$ cat config.mk
export PLATFORM = sky130hd
export DESIGN_NAME = pipeline_hazard_ctrl_flat
export DESIGN_NICKNAME = d
export VERILOG_FILES = /design/src/rtl/pipeline_hazard_ctrl_pkg.sv /design/src/rtl/pipeline_hazard_ctrl_if.sv /design/src/rtl/pipeline_hazard_ctrl_load_use_detect.sv /design/src/rtl/pipeline_hazard_ctrl.sv /design/src/flat_wrapper.sv
export SDC_FILE = /design/constraint.sdc
export NUM_CORES = 1
export LEC_CHECK = 0
export CAP_MARGIN = 20
export CORE_AREA = 5 5 42 44
export CTS_CLUSTER_SIZE = 14
export DETAILED_ROUTE_END_ITERATION = 7
export DIE_AREA = 0 0 47 49
export GPL_TIMING_DRIVEN = 0
export PLACE_DENSITY = 0.64
export SLEW_MARGIN = 25
export SYNTH_ARGS = -nofsm -noshare
export SYNTH_HDL_FRONTEND = slang
export SYNTH_SLANG_ARGS = --single-unit
$ cat constraint.sdc
create_clock -name clk -period 2.3 [get_ports clk]
set_input_delay 0.46 -clock clk [delete_from_list [all_inputs] [get_ports clk]]
set_output_delay 0.46 -clock clk [all_outputs]
set_load 0.02 [all_outputs]
$ cat src/rtl/pipeline_hazard_ctrl_pkg.sv
// Shared definitions for the pipeline hazard controller: FSM encodings,
// register-specifier width and the NOP word that IF/ID loads on a flush.
package pipeline_hazard_ctrl_pkg;

  localparam int unsigned RegAddrW = 5;

  typedef logic [1:0] ctrl_state_t;

  localparam ctrl_state_t StRun       = 2'd0;
  localparam ctrl_state_t StLoadStall = 2'd1;
  localparam ctrl_state_t StFlush     = 2'd2;
  localparam ctrl_state_t StImemWait  = 2'd3;

  // MIPS sll $0,$0,0
  localparam logic [31:0] NopInstr = 32'h0000_0000;

  // Counter preload for a multi-cycle stall/flush: the first cycle is spent in
  // the state that detected the event, the last one with the counter at zero.
  function automatic logic [1:0] cnt_init(input int unsigned cycles);
    return (cycles > 1) ? 2'(cycles - 2) : 2'd0;
  endfunction

endpackage

$ cat src/rtl/pipeline_hazard_ctrl_if.sv
// Hazard-controller bus: pipeline status in, register/PC controls out.
// With HAZ_PERF_CNT_EN defined, carries the stall/flush performance counters.
interface pipeline_hazard_ctrl_if
  import pipeline_hazard_ctrl_pkg::*;
#(
  parameter int unsigned REG_ADDR_W = RegAddrW
`ifdef HAZ_PERF_CNT_EN
  , parameter int unsigned CNT_W = 16
`endif
);

  logic [REG_ADDR_W-1:0] id_rs;
  logic [REG_ADDR_W-1:0] id_rt;
  logic                  id_uses_rt;
  logic                  ex_mem_read;
  logic [REG_ADDR_W-1:0] ex_rt;
  logic                  ex_branch_taken;
  logic                  imem_ready;
  logic                  pc_write_en;
  logic                  pc_sel;
  logic                  if_id_write_en;
  logic                  if_id_flush;
  logic                  id_ex_bubble;
  logic [1:0]            ctrl_state;
`ifdef HAZ_PERF_CNT_EN
  logic [CNT_W-1:0]      stall_cycles;
  logic [CNT_W-1:0]      flush_cycles;
`endif

  // Pipeline side: drives status, observes controls
  modport master (
    output id_rs, id_rt, id_uses_rt, ex_mem_read, ex_rt, ex_branch_taken, imem_ready,
    input  pc_write_en, pc_sel, if_id_write_en, if_id_flush, id_ex_bubble, ctrl_state
`ifdef HAZ_PERF_CNT_EN
    , input stall_cycles, flush_cycles
`endif
  );

  // Controller side
  modport slave (
    input  id_rs, id_rt, id_uses_rt, ex_mem_read, ex_rt, ex_branch_taken, imem_ready,
    output pc_write_en, pc_sel, if_id_write_en, if_id_flush, id_ex_bubble, ctrl_state
`ifdef HAZ_PERF_CNT_EN
    , output stall_cycles, flush_cycles
`endif
  );

endinterface

$ cat src/rtl/pipeline_hazard_ctrl_load_use_detect.sv
// Load-use comparator: flags an ID instruction that reads the destination of
// a load currently in EX. Register 0 is hard-wired and never creates a hazard.
module pipeline_hazard_ctrl_load_use_detect
  import pipeline_hazard_ctrl_pkg::*;
#(
  parameter int unsigned REG_ADDR_W = RegAddrW
) (
  input  logic                  ex_mem_read,
  input  logic [REG_ADDR_W-1:0] ex_rt,
  input  logic [REG_ADDR_W-1:0] id_rs,
  input  logic [REG_ADDR_W-1:0] id_rt,
  input  logic                  id_uses_rt,
  output logic                  load_use
);

  // Match on rs always, on rt only when the ID instruction reads it
  assign load_use = ex_mem_read && (ex_rt != '0) &&
                    ((ex_rt == id_rs) || (id_uses_rt && (ex_rt == id_rt)));

endmodule

$ cat src/rtl/pipeline_hazard_ctrl.sv
// Hazard control for the 5-stage pipeline: drives PC write/select, IF/ID
// write/flush and the ID/EX bubble from load-use, taken-branch and imem-wait
// events. Optional macro HAZ_PERF_CNT_EN adds saturating stall/flush counters.
module pipeline_hazard_ctrl
  import pipeline_hazard_ctrl_pkg::*;
#(
  parameter int unsigned REG_ADDR_W          = RegAddrW,
  parameter int unsigned LOAD_STALL_CYCLES   = 1,
  parameter int unsigned BRANCH_FLUSH_CYCLES = 1
`ifdef HAZ_PERF_CNT_EN
  , parameter int unsigned CNT_W = 16
`endif
) (
  input logic                    clk,
  input logic                    rst,
  pipeline_hazard_ctrl_if.slave  bus
);

  localparam logic [1:0] LoadInit  = cnt_init(LOAD_STALL_CYCLES);
  localparam logic [1:0] FlushInit = cnt_init(BRANCH_FLUSH_CYCLES);

  ctrl_state_t state_q, state_d;
  logic [1:0]  cnt_q, cnt_d;
  logic        load_use;

  logic pc_write_en, pc_sel, if_id_write_en, if_id_flush, id_ex_bubble;

  pipeline_hazard_ctrl_load_use_detect #(
    .REG_ADDR_W (REG_ADDR_W)
  ) u_load_use_detect (
    .ex_mem_read (bus.ex_mem_read),
    .ex_rt       (bus.ex_rt),
    .id_rs       (bus.id_rs),
    .id_rt       (bus.id_rt),
    .id_uses_rt  (bus.id_uses_rt),
    .load_use    (load_use)
  );

  // Next state and combinational controls; branch outranks every state
  always_comb begin
    pc_write_en    = 1'b1;
    pc_sel         = 1'b0;
    if_id_write_en = 1'b1;
    if_id_flush    = 1'b0;
    id_ex_bubble   = 1'b0;
    state_d        = state_q;
    cnt_d          = cnt_q;

    if (bus.ex_branch_taken) begin
      pc_sel       = 1'b1;
      if_id_flush  = 1'b1;
      id_ex_bubble = 1'b1;
      if (BRANCH_FLUSH_CYCLES > 1) begin
        state_d = StFlush;
        cnt_d   = FlushInit;
      end else begin
        state_d = StRun;
        cnt_d   = '0;
      end
    end else begin
      case (state_q)
        StRun: begin
          // Load-use beats imem wait; the wait is seen again next cycle
          if (load_use) begin
            pc_write_en    = 1'b0;
            if_id_write_en = 1'b0;
            id_ex_bubble   = 1'b1;
            if (LOAD_STALL_CYCLES > 1) begin
              state_d = StLoadStall;
              cnt_d   = LoadInit;
            end
          end else if (!bus.imem_ready) begin
            pc_write_en = 1'b0;
            if_id_flush = 1'b1;
            state_d     = StImemWait;
          end
        end
        StLoadStall: begin
          // EX holds a bubble now, so the hazard must be remembered here
          pc_write_en    = 1'b0;
          if_id_write_en = 1'b0;
          id_ex_bubble   = 1'b1;
          if (cnt_q == '0) state_d = StRun;
          else             cnt_d   = cnt_q - 2'd1;
        end
        StFlush: begin
          pc_write_en  = bus.imem_ready;
          if_id_flush  = 1'b1;
          id_ex_bubble = 1'b1;
          if (cnt_q == '0) state_d = bus.imem_ready ? StRun : StImemWait;
          else             cnt_d   = cnt_q - 2'd1;
        end
        StImemWait: begin
          if (!bus.imem_ready) begin
            pc_write_en = 1'b0;
            if_id_flush = 1'b1;
          end else begin
            state_d = StRun;
          end
        end
        default: state_d = StRun;
      endcase
    end

    // Reset holds the pipeline frozen with NOPs regardless of the clock
    if (rst) begin
      pc_write_en    = 1'b0;
      pc_sel         = 1'b0;
      if_id_write_en = 1'b0;
      if_id_flush    = 1'b1;
      id_ex_bubble   = 1'b1;
    end
  end

  // State and stall counter registers
  always_ff @(posedge clk or posedge rst) begin
    if (rst) begin
      state_q <= StRun;
      cnt_q   <= '0;
    end else begin
      state_q <= state_d;
      cnt_q   <= cnt_d;
    end
  end

  assign bus.pc_write_en    = pc_write_en;
  assign bus.pc_sel         = pc_sel;
  assign bus.if_id_write_en = if_id_write_en;
  assign bus.if_id_flush    = if_id_flush;
  assign bus.id_ex_bubble   = id_ex_bubble;
  assign bus.ctrl_state     = state_q;

`ifdef HAZ_PERF_CNT_EN
  logic [CNT_W-1:0] stall_cycles_q, flush_cycles_q;

  // Saturating stall/flush cycle counters
  always_ff @(posedge clk or posedge rst) begin
    if (rst) begin
      stall_cycles_q <= '0;
      flush_cycles_q <= '0;
    end else begin
      if (!pc_write_en && !if_id_flush && (stall_cycles_q != '1)) begin
        stall_cycles_q <= stall_cycles_q + 1'b1;
      end
      if (if_id_flush && (flush_cycles_q != '1)) begin
        flush_cycles_q <= flush_cycles_q + 1'b1;
      end
    end
  end

  assign bus.stall_cycles = stall_cycles_q;
  assign bus.flush_cycles = flush_cycles_q;
`endif

endmodule

$ cat src/flat_wrapper.sv
// flat-port wrapper written by rule: the top's interface ports become plain ports
module pipeline_hazard_ctrl_flat import pipeline_hazard_ctrl_pkg::*;
#(
  parameter int unsigned REG_ADDR_W          = RegAddrW,
  parameter int unsigned LOAD_STALL_CYCLES   = 1,
  parameter int unsigned BRANCH_FLUSH_CYCLES = 1

)
  (clk, rst, bus_id_rs, bus_id_rt, bus_id_uses_rt, bus_ex_mem_read, bus_ex_rt, bus_ex_branch_taken, bus_imem_ready, bus_pc_write_en, bus_pc_sel, bus_if_id_write_en, bus_if_id_flush, bus_id_ex_bubble, bus_ctrl_state);
  pipeline_hazard_ctrl_if #(.REG_ADDR_W(REG_ADDR_W)) bus_i ();
  input logic clk;
  input logic rst;
  input wire logic [$bits(bus_i.id_rs)-1:0] bus_id_rs;
  input wire logic [$bits(bus_i.id_rt)-1:0] bus_id_rt;
  input wire logic [$bits(bus_i.id_uses_rt)-1:0] bus_id_uses_rt;
  input wire logic [$bits(bus_i.ex_mem_read)-1:0] bus_ex_mem_read;
  input wire logic [$bits(bus_i.ex_rt)-1:0] bus_ex_rt;
  input wire logic [$bits(bus_i.ex_branch_taken)-1:0] bus_ex_branch_taken;
  input wire logic [$bits(bus_i.imem_ready)-1:0] bus_imem_ready;
  output wire logic [$bits(bus_i.pc_write_en)-1:0] bus_pc_write_en;
  output wire logic [$bits(bus_i.pc_sel)-1:0] bus_pc_sel;
  output wire logic [$bits(bus_i.if_id_write_en)-1:0] bus_if_id_write_en;
  output wire logic [$bits(bus_i.if_id_flush)-1:0] bus_if_id_flush;
  output wire logic [$bits(bus_i.id_ex_bubble)-1:0] bus_id_ex_bubble;
  output wire logic [$bits(bus_i.ctrl_state)-1:0] bus_ctrl_state;
  assign bus_i.id_rs = bus_id_rs;
  assign bus_i.id_rt = bus_id_rt;
  assign bus_i.id_uses_rt = bus_id_uses_rt;
  assign bus_i.ex_mem_read = bus_ex_mem_read;
  assign bus_i.ex_rt = bus_ex_rt;
  assign bus_i.ex_branch_taken = bus_ex_branch_taken;
  assign bus_i.imem_ready = bus_imem_ready;
  assign bus_pc_write_en = bus_i.pc_write_en;
  assign bus_pc_sel = bus_i.pc_sel;
  assign bus_if_id_write_en = bus_i.if_id_write_en;
  assign bus_if_id_flush = bus_i.if_id_flush;
  assign bus_id_ex_bubble = bus_i.id_ex_bubble;
  assign bus_ctrl_state = bus_i.ctrl_state;
  pipeline_hazard_ctrl #(.REG_ADDR_W(REG_ADDR_W), .LOAD_STALL_CYCLES(LOAD_STALL_CYCLES), .BRANCH_FLUSH_CYCLES(BRANCH_FLUSH_CYCLES)) u_core (.clk(clk), .rst(rst), .bus(bus_i));
endmodule
Word level (Yosys, flattened, before mapping)
Cells that the tools add are included.

operators by class
  multiplexer cells = 31
  $add $sub $neg = 1
  reduce and logical (&&, ||, !) cells = 11
  equality and inequality tests = 11

operator list
  kind                                                                    number
  2-bit two-way mux                                                       10
  1-bit two-way mux                                                       16
  5-bit equality test                                                     2
  3-bit != test (second input constant)                                   3
  2-bit one-hot mux with 4 select lines                                   1
  3-bit by 2-bit != test with 1-bit output (second input constant)        2
  5-bit AND reduction                                                     1
  5-bit nonzero test                                                      1
  2-bit equality test (second input constant)                             2
  2-bit zero test                                                         2
  1-bit one-hot mux with 2 select lines                                   2
  1-bit one-hot mux with 4 select lines                                   1
  1-bit logical AND                                                       3
  1-bit one-hot mux with 3 select lines                                   1
  2-bit by 1-bit equality test with 1-bit output (second input constant)  1
  2-bit != test (second input constant)                                   1
  2-bit AND reduction                                                     1
  2-bit nonzero test                                                      1
  2-bit OR reduction                                                      1
  2-bit by 1-bit subtractor with 2-bit output (second input constant)     1
  1-bit logical OR                                                        1

storage, ports and cells
  flip-flop bits (word level) = 4
  input port bits = 21
  output and inout bits = 7
  logic and storage cells = 56

Depth between registers and ports, before layout
  depth after elaboration = 8
  mapped depth = 4
  mapped depth without buffers = 4

Hierarchy
From an unflattened synthesis, not the netlist that was laid out.

second synthesis, totals
  cells, all modules = 29
  area total of the unflattened synthesis = 226.5 um2

modules (own cells, without submodules)
  module                                area an instance (um2)  sequential area each (um2)  instances  cells each
  pipeline_hazard_ctrl_load_use_detect  132.6                   0.0                         1          17
  pipeline_hazard_ctrl                  93.8                    25.0                        1          12

Least setup slack after synthesis
Ideal clock, no wire load.

  path type = input -> output
  start point = input bus_ex_rt[2]
  end point = output bus_pc_write_en
  path buffers = 0
  path slack = 0.053 ns
  required time = 1.840 ns
  stages = 4
  data arrival time = 1.787 ns
  cells stage by stage = or4_1 -> o21ai_2 -> nor2_1 -> a211oi_1

between the ends
  longest elaborated chain between the ends = 8
  elaborated cells between the ends (all ways) = 11
  classes of those cells = 2 x eq/ne; 4 x mux; 5 x reduce/logical

RTL lines
  item                                     line                                        text
  start, declared                          flat_wrapper.sv:17                          input wire logic [$bits(bus_i.ex_rt)-1:0] bus_ex_rt;
  5-bit equality test                      pipeline_hazard_ctrl_load_use_detect.sv:18  ((ex_rt == id_rs) || (id_uses_rt && (ex_rt == id_rt)));
  1-bit logical AND                        pipeline_hazard_ctrl_load_use_detect.sv:18
  1-bit logical OR                         pipeline_hazard_ctrl_load_use_detect.sv:18
  1-bit logical AND *                      pipeline_hazard_ctrl_load_use_detect.sv:17  assign load_use = ex_mem_read && (ex_rt != '0) &&
  1-bit two-way mux *                      pipeline_hazard_ctrl.sv:64                  if (load_use) begin
  1-bit one-hot mux with 4 select lines *  pipeline_hazard_ctrl.sv:61                  case (state_q)
  1-bit two-way mux *                      pipeline_hazard_ctrl.sv:49                  if (bus.ex_branch_taken) begin
  1-bit two-way mux *                      pipeline_hazard_ctrl.sv:106                 if (rst) begin
  end, declared                            flat_wrapper.sv:20                          output wire logic [$bits(bus_i.pc_write_en)-1:0] bus_pc_write_en;

Every way passes the cells marked *; elsewhere a longest branch is shown, timed or not.

Worst setup path after layout
  start point = input bus_ex_rt[0]
  end point = output bus_id_ex_bubble

between the ends
  longest elaborated chain between the ends = 8
  elaborated cells between the ends (all ways) = 11
  classes of those cells = 2 x eq/ne; 4 x mux; 5 x reduce/logical

RTL lines
  item                                     line                                        text
  5-bit equality test                      pipeline_hazard_ctrl_load_use_detect.sv:18
  1-bit logical AND                        pipeline_hazard_ctrl_load_use_detect.sv:18
  1-bit logical OR                         pipeline_hazard_ctrl_load_use_detect.sv:18
  1-bit logical AND *                      pipeline_hazard_ctrl_load_use_detect.sv:17
  1-bit two-way mux *                      pipeline_hazard_ctrl.sv:64
  1-bit one-hot mux with 2 select lines *  pipeline_hazard_ctrl.sv:61
  1-bit two-way mux *                      pipeline_hazard_ctrl.sv:49
  1-bit two-way mux *                      pipeline_hazard_ctrl.sv:106
  end, declared                            flat_wrapper.sv:24                          output wire logic [$bits(bus_i.id_ex_bubble)-1:0] bus_id_ex_bubble;

Marked as above.

==> run metrics <==
result of the run completed; number of detailed-routing iterations run before antenna repair 3; wirelength, routed ~730 um; relative slew slack 82.8%; layout filler cell count 167; initial core utilization between 10% and 20%; delay of the slowest cell on the worst path between 0.5 and 0.6 ns; first-pass GRT wire length between 1000 and 1500 um; synthesized instance count 32; RSZ-0062 raised after global routing false; average footprint of a synthesized cell 7.31 um2; commonest cells after routing, fill and taps aside sky130_fd_sc_hd__clkdlybuf4s50_1, sky130_fd_sc_hd__xnor2_1, sky130_fd_sc_hd__buf_2; initial antenna violation count 0; required time at the endpoint of the critical path 1.84 ns; Worst Path Class, Setup input port to primary output; most common cell after layout, fill and taps aside sky130_fd_sc_hd__clkdlybuf4s50_1; routed wire length per instance 9.76 um; count of synthesis-stage warnings from yosys 0; Routed Antenna Nets 0; Buf+Inv Stages, Crit Path 3; Die Footprint 0.00230 mm2; startpoint type of the worst setup path input port; total power after layout between 0.0001 and 0.00015 W; Top delay family on crit path simple AND/OR/NAND/NOR gates; total number of vias around 320; core region area 0.00140 mm2; class of the tightest hold or removal check flop to flop; final-report max-slew violation count 0; count of state elements after synthesis 1; input/output buffers 27; Post-layout nets between 80 and 90; Tcrit/Tclk final between 90% and 100%; 1st-iter DRT viols 3; die width roughly 47 um; ant diodes 0; net count after synthesis 53; routability congestion estimate from global placement approximately 0.7; Max Clock Freq between 400 and 500 MHz; mapped cell area about 230 um2; Setup-failing EPs final 0; worst hold-check slack approximately 0.76 ns; vertical die dimension 49 um; I/O pin total 28; areal power density over the cells between 200 and 250 mW/mm2; number of failing hold endpoints at the final stage 0; clock transition at the registers of the reported paths 0 ns; portion of the post-synthesis area used by sequential elements 10.7%; Setup crit end kind primary output; Setup Fix Bufs, Post-CTS 0; global-route total usage across every layer approximately 5.7%; maxcap violations 0; share of final-layout standard cells stronger than drive strength 1 23.7%; vias per cell between 4 and 5; P&R area growth vs syn 119%; row cnt 14; flip-flop count of the largest register, all copies and words added 1; latest clock arrival within the worst-skew pair 0 ns; overflow left after global routing 0; clock tree skew after final layout 0 ns; via count of the first global-routing pass about 270; Critical Path, Cell by Cell buf_2 > or4_4 > o21ai_4 > inv_2 > a211o_1 > buf_6; post-detailed-route DRC marker count 0; critical-path cell with the highest stage delay sky130_fd_sc_hd__or4_4; CP Data Arrival Time about 1.8 ns; reported leakage power just under 0.2 nW; peak supply drop just over 80 uV; unique cell type count in the Yosys netlist 18; pin count of the biggest net entering global routing 8; Worst Path Max Fanout 3; worst slew pin tran 0.258 ns; clock period minus worst slack ~2.2 ns
timing repair:
| action | in CTS | in global routing |
|---|---|---|
| endpoints found under the setup margin | 4 | 2 |
| hold buffers | 0 | 0 |
| cloned | 0 | 0 |
| gates resized for setup | 35 | 5 |
| pin swaps | 5 | 3 |
| hold endpoints to repair | 0 | 0 |
worst register-to-register path, delay by kind of cell, from the launching register on:
kind / cells / cell delay [ns]
compound gates: 2 / 0.18
flops: 1 / 0.36
simple gates: 1 / 0.20
buf+inv: 1 / 0.06
stage by stage:
step,cell area (um2),TNS (ns),util (%),instances,worst slack (ns)
after floorplan,234,0,-,32,0.0527
after global placement,524,-2.85,37.4,75,-0.795
after detailed placement,524,-2.87,37.4,75,-0.789
after CTS,517,0,36.9,75,0.0104
after global routing,512,0,36.5,75,0.00126
final,512,0,36.5,75,0.0608
synthesized netlist by cell type:
| cell | number | share of area (%) |
|---|---|---|
| sky130_fd_sc_hd__xnor2_1 | 10 | 37 |
| sky130_fd_sc_hd__a21oi_1 | 1 | 2.1 |
| sky130_fd_sc_hd__a22oi_1 | 1 | 3.2 |
| sky130_fd_sc_hd__nor2b_1 | 2 | 5.3 |
| sky130_fd_sc_hd__inv_1 | 2 | 3.2 |
| sky130_fd_sc_hd__dfrtp_1 | 1 | 11 |
| sky130_fd_sc_hd__a211o_1 | 1 | 3.7 |
| sky130_fd_sc_hd__nor2_1 | 3 | 4.8 |
| sky130_fd_sc_hd__nand2_1 | 2 | 3.2 |
| sky130_fd_sc_hd__o22ai_1 | 1 | 2.7 |
| sky130_fd_sc_hd__nor3_1 | 1 | 2.1 |
| sky130_fd_sc_hd__a211oi_1 | 1 | 3.2 |
| sky130_fd_sc_hd__buf_4 | 1 | 3.2 |
| sky130_fd_sc_hd__a21boi_0 | 1 | 3.2 |
| sky130_fd_sc_hd__o21ai_2 | 1 | 3.7 |
| sky130_fd_sc_hd__nand4_1 | 1 | 2.7 |
| sky130_fd_sc_hd__nand3_1 | 1 | 2.1 |
| sky130_fd_sc_hd__or4_1 | 1 | 3.2 |
final cells by class:
| class | count | area, um2 | area share, % |
|---|---|---|---|
| flip-flops and latches | 1 | 25.0 | 4.89 |
| inverters | 2 | 7.51 | 1.47 |
| multi-input cells | 28 | 216 | 42.3 |
| well taps | 16 | 20.0 | 3.91 |
| repair buffers | 27 | 235 | 46.0 |
| plain buffers | 1 | 7.51 | 1.47 |
logic make-up after synthesis:
group | Yosys count | synth area share (%)
XOR/XNOR | 10 | 37.4
AO/OA/AOI/OAI | 7 | 21.9
AND/OR/NAND/NOR | 11 | 23.5
flip-flops | 1 | 10.7
buffers and inverters | 3 | 6.42
power breakdown:
part	internal [W]	switching, W
Combinational	0.0000552	0.0000385
Sequential	0.0000189	0.000000637
Clock	0	0
worst paths after layout:
| check | start | to | slack [ns] | cells past startpoint |
|---|---|---|---|---|
| setup / recovery | bus_ex_rt[0] | bus_id_ex_bubble | 0.06 | 6 |
| hold / removal | u_core.bus.ctrl_state[0] | u_core.bus.ctrl_state[0] | 0.76 | 4 |
| setup reg to reg | u_core.bus.ctrl_state[0] | u_core.bus.ctrl_state[0] | 1.35 | 4 |
| hold reg to reg | u_core.bus.ctrl_state[0] | u_core.bus.ctrl_state[0] | 0.76 | 4 |
| max in group asynchronous | rst | u_core.bus.ctrl_state[0] | 1.42 | 2 |
| min in group asynchronous | rst | u_core.bus.ctrl_state[0] | 0.78 | 2 |
metal layers:
| layer | wire length, um | up-vias | part of all wire (%) | global-route usage [%] |
|---|---|---|---|---|
| met3 | 100 | 0 | 14 | 0.738 |
| met2 | 357 | 18 | 49 | 11.3 |
| li1 | - | 164 | - | - |
| met1 | 274 | 137 | 37 | 6.32 |
| met5 | 0 | - | 0 | 0 |
| met4 | 0 | 0 | 0 | 0 |
No activity file was read; power rests on OpenSTA's default activity.
